File: config.mk
export PLATFORM = sky130hd
export DESIGN_NAME = timer_mmio
export DESIGN_NICKNAME = d
export VERILOG_FILES = /design/src/rtl/timer_mmio.sv
export SDC_FILE = /design/constraint.sdc
export NUM_CORES = 1
export LEC_CHECK = 0
export ABC_AREA = 1
export CAP_MARGIN = 0
export CORE_UTILIZATION = 55
export CTS_CLUSTER_DIAMETER = 30
export DETAILED_ROUTE_END_ITERATION = 7
export PLACE_DENSITY = 0.77
export SLEW_MARGIN = 10
export SYNTH_ARGS = -nofsm -noshare
export SYNTH_HDL_FRONTEND = slang
export SYNTH_SLANG_ARGS = --single-unit
export TNS_END_PERCENT = 1
File: constraint.sdc
create_clock -name clk -period 2.6 [get_ports clk]
set_clock_uncertainty 0.15 [all_clocks]
set_input_delay 0.39 -clock clk [delete_from_list [all_inputs] [get_ports clk]]
set_output_delay 0.39 -clock clk [all_outputs]
set_load 0.02 [all_outputs]
File: src/rtl/timer_mmio.sv
`default_nettype none
// +---------------------------------------------------------------------------+
// | Module   : timer_mmio                                                     |
// | Function : memory-mapped 64-bit machine timer with prescaler and irq      |
// | Revision : 1.0                                                            |
// +---------------------------------------------------------------------------+
module timer_mmio #(
  parameter int          ADDR_W       = 8,
  parameter logic [31:0] PRESCALE_RST = 32'd0
) (
  input  logic              clk,
  input  logic              rst,
  input  logic              request,
  input  logic [ADDR_W-1:0] address,
  input  logic              w_en,
  input  logic [31:0]       write_data,
  input  logic [3:0]        masking,
  output logic [31:0]       read_data,
  output logic              valid,
  output logic              irq
);

  localparam logic [0:0] S_IDLE = 1'b0;
  localparam logic [0:0] S_RESP = 1'b1;

  localparam logic [ADDR_W-1:0] A_MTIME_LO = ADDR_W'(0);
  localparam logic [ADDR_W-1:0] A_MTIME_HI = ADDR_W'(1);
  localparam logic [ADDR_W-1:0] A_CMP_LO   = ADDR_W'(2);
  localparam logic [ADDR_W-1:0] A_CMP_HI   = ADDR_W'(3);
  localparam logic [ADDR_W-1:0] A_CTRL     = ADDR_W'(4);
  localparam logic [ADDR_W-1:0] A_STATUS   = ADDR_W'(5);
  localparam logic [ADDR_W-1:0] A_PRESCALE = ADDR_W'(6);

  logic [0:0]  state_q, state_d;
  logic [63:0] mtime_q, mtime_d;
  logic [63:0] cmp_q, cmp_d;
  logic [1:0]  ctrl_q, ctrl_d;
  logic        pending_q, pending_d;
  logic [31:0] prescale_q, prescale_d;
  logic [31:0] presc_cnt_q, presc_cnt_d;
  logic [31:0] read_data_q, read_data_d;
  logic        irq_q, irq_d;
  logic [31:0] rmux;

  logic accept, wr, wr_mtime, tick, w1c;

  function automatic logic [31:0] merge(input logic [31:0] old_v,
                                        input logic [31:0] new_v,
                                        input logic [3:0]  be);
    logic [31:0] r;
    for (int i = 0; i < 4; i++) begin
      r[8*i +: 8] = be[i] ? new_v[8*i +: 8] : old_v[8*i +: 8];
    end
    return r;
  endfunction

  assign accept   = (state_q == S_IDLE) && request;
  assign wr       = accept && w_en;
  assign wr_mtime = wr && (|masking) &&
                    ((address == A_MTIME_LO) || (address == A_MTIME_HI));
  assign tick     = ctrl_q[0] && (presc_cnt_q == prescale_q);
  assign w1c      = wr && (address == A_STATUS) && masking[0] && write_data[0];

  always_ff @(posedge clk or negedge rst) begin
    if (!rst) state_q <= S_IDLE;
    else      state_q <= state_d;
  end

  always_comb begin
    state_d = state_q;
    case (state_q)
      S_IDLE:  if (request) state_d = S_RESP;
      S_RESP:  state_d = S_IDLE;
      default: state_d = S_IDLE;
    endcase
  end

  always_comb begin
    valid = (state_q == S_RESP);
  end

  always_comb begin
    rmux = '0;
    case (address)
      A_MTIME_LO: rmux = mtime_q[31:0];
      A_MTIME_HI: rmux = mtime_q[63:32];
      A_CMP_LO:   rmux = cmp_q[31:0];
      A_CMP_HI:   rmux = cmp_q[63:32];
      A_CTRL:     rmux = {30'd0, ctrl_q};
      A_STATUS:   rmux = {31'd0, pending_q};
      A_PRESCALE: rmux = prescale_q;
      default:    rmux = '0;
    endcase
  end

  always_comb begin
    read_data_d = (accept && !w_en) ? rmux : read_data_q;

    presc_cnt_d = presc_cnt_q;
    if (ctrl_q[0]) presc_cnt_d = tick ? 32'd0 : presc_cnt_q + 32'd1;
    prescale_d = prescale_q;
    if (wr && (address == A_PRESCALE)) begin
      prescale_d  = merge(prescale_q, write_data, masking);
      presc_cnt_d = 32'd0;
    end

    // A software write to MTIME swallows the tick of that cycle entirely.
    mtime_d = mtime_q;
    if (wr_mtime) begin
      if (address == A_MTIME_LO) mtime_d[31:0]  = merge(mtime_q[31:0], write_data, masking);
      if (address == A_MTIME_HI) mtime_d[63:32] = merge(mtime_q[63:32], write_data, masking);
    end else if (tick) begin
      mtime_d = mtime_q + 64'd1;
    end

    cmp_d = cmp_q;
    if (wr && (address == A_CMP_LO)) cmp_d[31:0]  = merge(cmp_q[31:0], write_data, masking);
    if (wr && (address == A_CMP_HI)) cmp_d[63:32] = merge(cmp_q[63:32], write_data, masking);

    ctrl_d = ctrl_q;
    if (wr && (address == A_CTRL) && masking[0]) ctrl_d = write_data[1:0];

    pending_d = (mtime_q >= cmp_q) | (pending_q & ~w1c);
    irq_d     = pending_d & ctrl_d[1];
  end

  always_ff @(posedge clk or negedge rst) begin
    if (!rst) begin
      mtime_q     <= 64'd0;
      cmp_q       <= {64{1'b1}};
      ctrl_q      <= 2'd0;
      pending_q   <= 1'b0;
      prescale_q  <= PRESCALE_RST;
      presc_cnt_q <= 32'd0;
      read_data_q <= 32'd0;
      irq_q       <= 1'b0;
    end else begin
      mtime_q     <= mtime_d;
      cmp_q       <= cmp_d;
      ctrl_q      <= ctrl_d;
      pending_q   <= pending_d;
      prescale_q  <= prescale_d;
      presc_cnt_q <= presc_cnt_d;
      read_data_q <= read_data_d;
      irq_q       <= irq_d;
    end
  end

  assign read_data = read_data_q;
  assign irq       = irq_q;

endmodule
`default_nettype wire

==> reports/qor.csv <==
metric,value,unit
status,completed,
tritoncts.num_buffers,55,
ys_seq_area_share,36.8,%
grt_pass1_wl,97000,µm
place_congestion,1.07,
drc,0,
start_kind,flop,
drt-initial-drc-count,2540,
grt_overflow_total,0,
synth-edff-count,0,
final.min_clock_period,2.44,ns
timing.critical_path.fanout_max,2,
htree_num_levels,2,
synth_common_cells,"726 x sky130_fd_sc_hd__nand2_1, 276 x sky130_fd_sc_hd__inv_1, 275 x sky130_fd_sc_hd__nor2_1, 198 x sky130_fd_sc_hd__o21ai_0, 165 x sky130_fd_sc_hd__dfrtp_1",
criticalPathCategory,reg -> reg,
seqPwrFrac,31.4,%
cts_sinks,229,
p_total,12000,µW
synth-seq-cells,229,
required,2.91,ns
antenna_left,0,
tns,0,ns
p_sw,2990,µW
die_height,172,µm
insertedDiodeCount,0,
drive_above_1_share,13.1,%
layout_setup_ws,0.156,ns
io_pins,82,
ys_dominant_reg_cell,sky130_fd_sc_hd__dfrtp_1,
synth_area_per_cell,6.81,µm²
dr.pass1.iters,6,
critPathMostFrequentCell,sky130_fd_sc_hd__nand2_1,
yosysMostFrequentCell,sky130_fd_sc_hd__nand2_1,
num-nets-final,2636,
cp.arrival,2.75,ns
fp.coreArea,28000,µm²
critical_path.slowest_cell,sky130_fd_sc_hd__dfstp_2,
final_design_area_no_fill,19900,µm²
fmax,0.409,GHz
power.combinational.fraction,6.9,%
tritoncts,done,
slew_viol_final,0,
route.detailed.vias_per_inst,5.98,
endpoint_kind,flop,
max_cap_violations,0,
floorplan.initialDensity,56.4,%
syn-num-nets,2435,
synthDistinctLibCells,42,
hold_viol,0,
irDropWorstVdd,746,µV
floorplan.die.width,172,µm
path_type_of_the_worst_min_delay_path,in -> async,
number_of_instances_in_the_synthesized_netlist,2321,
totalWireLength,64600,µm
path_cells,"inv_1, ha_1, inv_1, o21bai_1, nand2_1, nand2_1, nand2_1, nand3_1, nand2_1, nand2_1, nand2_1, nand2_1, nand2_1, a21oi_1",
area.growth.synth_to_final,25.9,%
vias,17600,
grt_max_degree,69,
netlist_area,15800,µm²
power.density_cell_area,605,nW/µm²
die_area,29400,µm²
placement_rows,61,
clock_slew_at_the_register_clock_pins_of_the_worst_setup_and_hold_paths,0.05,ns
power_switching_share,24.8,%
half_perimeter_wire_length_after_placement,49700,µm
grt_antenna_before_repair,0,
relSlewSlack,66.0,%
clock_tree.buffer_depth,3,
place_area,17900,µm²
top_cells_by_area_synth,"sky130_fd_sc_hd__dfrtp_1 26%, sky130_fd_sc_hd__nand2_1 17%, sky130_fd_sc_hd__dfstp_2 11%",
synth_warnings,0,
routed_wirelength_normalized_by_instance_count,21.9,µm
grt_setup_unrepaired,false,
globalRouteTotalUtil,44.7,%
netlist.top_cell.by_area,sky130_fd_sc_hd__dfrtp_1,
worst_slew_pin_slew,0.505,ns
place.port_buffers,81,
yosysTopAreaCellShare,26.1,%
power_report.internal_total,9050,µW
grt_pass1_vias,16900,
power_leakage,0.00898,µW
asyncSetResetFlopFracSynth,100,%
clockRootBuffer,sky130_fd_sc_hd__clkbuf_16,
report.final.setup_viol,0,
clk-insertion-delay-late,0.58,ns
pre_cts_ws,-0.173,ns
finalCoreUtilization,71.0,%
slowest_delay,0.52,ns
power.share.clock,61.6,%
timing.final.crit_share,94.0,%
==> what timing repair did <==
item,4_1_cts,5_1_grt
buffers inserted,0,0
hold buffers,1,0
setup endpoints to repair,0,17
gates resized for setup,0,5
hold endpoints to repair,176,0
==> cells in the final DEF, fill, tap and decap left out, drive strengths merged, types with 66 or more instances in the layout <==
| master | n |
|---|---|
| clkbuf | 67 |
| nand2 | 736 |
| o21ai | 232 |
| nor2 | 281 |
| inv | 299 |
| dfrtp | 165 |
| buf | 128 |
| clkdlybuf4s50 | 80 |
| ha | 66 |
| nand3 | 106 |
==> sequential cells by signal (all words and copies together), names as in the netlist <==
register,cells
mtime_q,64
prescale_q,32
presc_cnt_q,32
valid,1
cmp_q,64
pending_q,1
ctrl_q,2
irq,1
read_data,32
==> worst max-delay path: cells and delay by family (launching register included) <==
kind	cells	cell delay, ns
AOI/OAI and AO/OA	2	0.35
adders and majority gates	1	0.29
buffers and inverters	2	0.10
DFF	1	0.52
and+or+nand+nor	9	0.89
==> final timing paths <==
| path | from | endpoint | slack [ns] | depth (start not counted) |
|---|---|---|---|---|
| worst max-delay path | cmp_q[1] | irq | 0.16 | 14 |
| worst min-delay path | rst | read_data[13] | 0.15 | 2 |
| worst max register to register | cmp_q[1] | irq | 0.16 | 14 |
| worst min register to register | read_data[22] | read_data[22] | 0.33 | 2 |
| max in group asynchronous | rst | cmp_q[33] | 1.36 | 3 |
| min in group clk | request | valid | 0.27 | 3 |
==> logic make-up (layout without fill, tap and decap cells) <==
family	after synthesis	after routing	synth area share [%]
DFF	229	229	36.8
AOI/OAI and AO/OA	365	365	12.8
buffers and inverters	355	602	9.03
adders and majority gates	66	66	5.23
and+or+nand+nor	1245	1245	32.8
xor gates and xnor gates	61	61	3.38
==> per-stage QoR <==
stage	hold slack, ns	cells
finish	0.148	2946
global placement	0.144	2842
detailed placement	0.145	2842
CTS	0.154	2946
floorplan	-0.0556	2321
global route	0.169	2946
==> final cells by class <==
cell class | instances | area [µm²]
clock buffer | 67 | 1490
clock inverter | 36 | 514
fill | 2246 | 8120
inverter | 290 | 1090
multi-input combinational | 1737 | 8590
sequential | 229 | 5810
tap | 378 | 473
timing repair buffer | 209 | 1930
==> routing by layer <==
layer  routed length, µm  global-route usage [%]  up-vias  share of wire [%]
li1                    -                       -     7932                  -
met1               24700                    57.8     8163                 38
met2               27200                    67.1     1234                 42
met3                7900                    10.4      278                 12
met4                4710                    28.5        0                7.3
met5                   0                       0        -                  0
==> power groups by stage <==
stage          logic [µW]  registers (µW)  clock network (µW)
6_report              834            3780                7420
5_1_grt               910            3780                7650
4_1_cts               815            3770                7450
3_5_place_dp          802            3820                   0
3_3_place_gp          783            3820                   0
2_1_floorplan         410            3770                   0
Power figures use the tool's default switching activity.
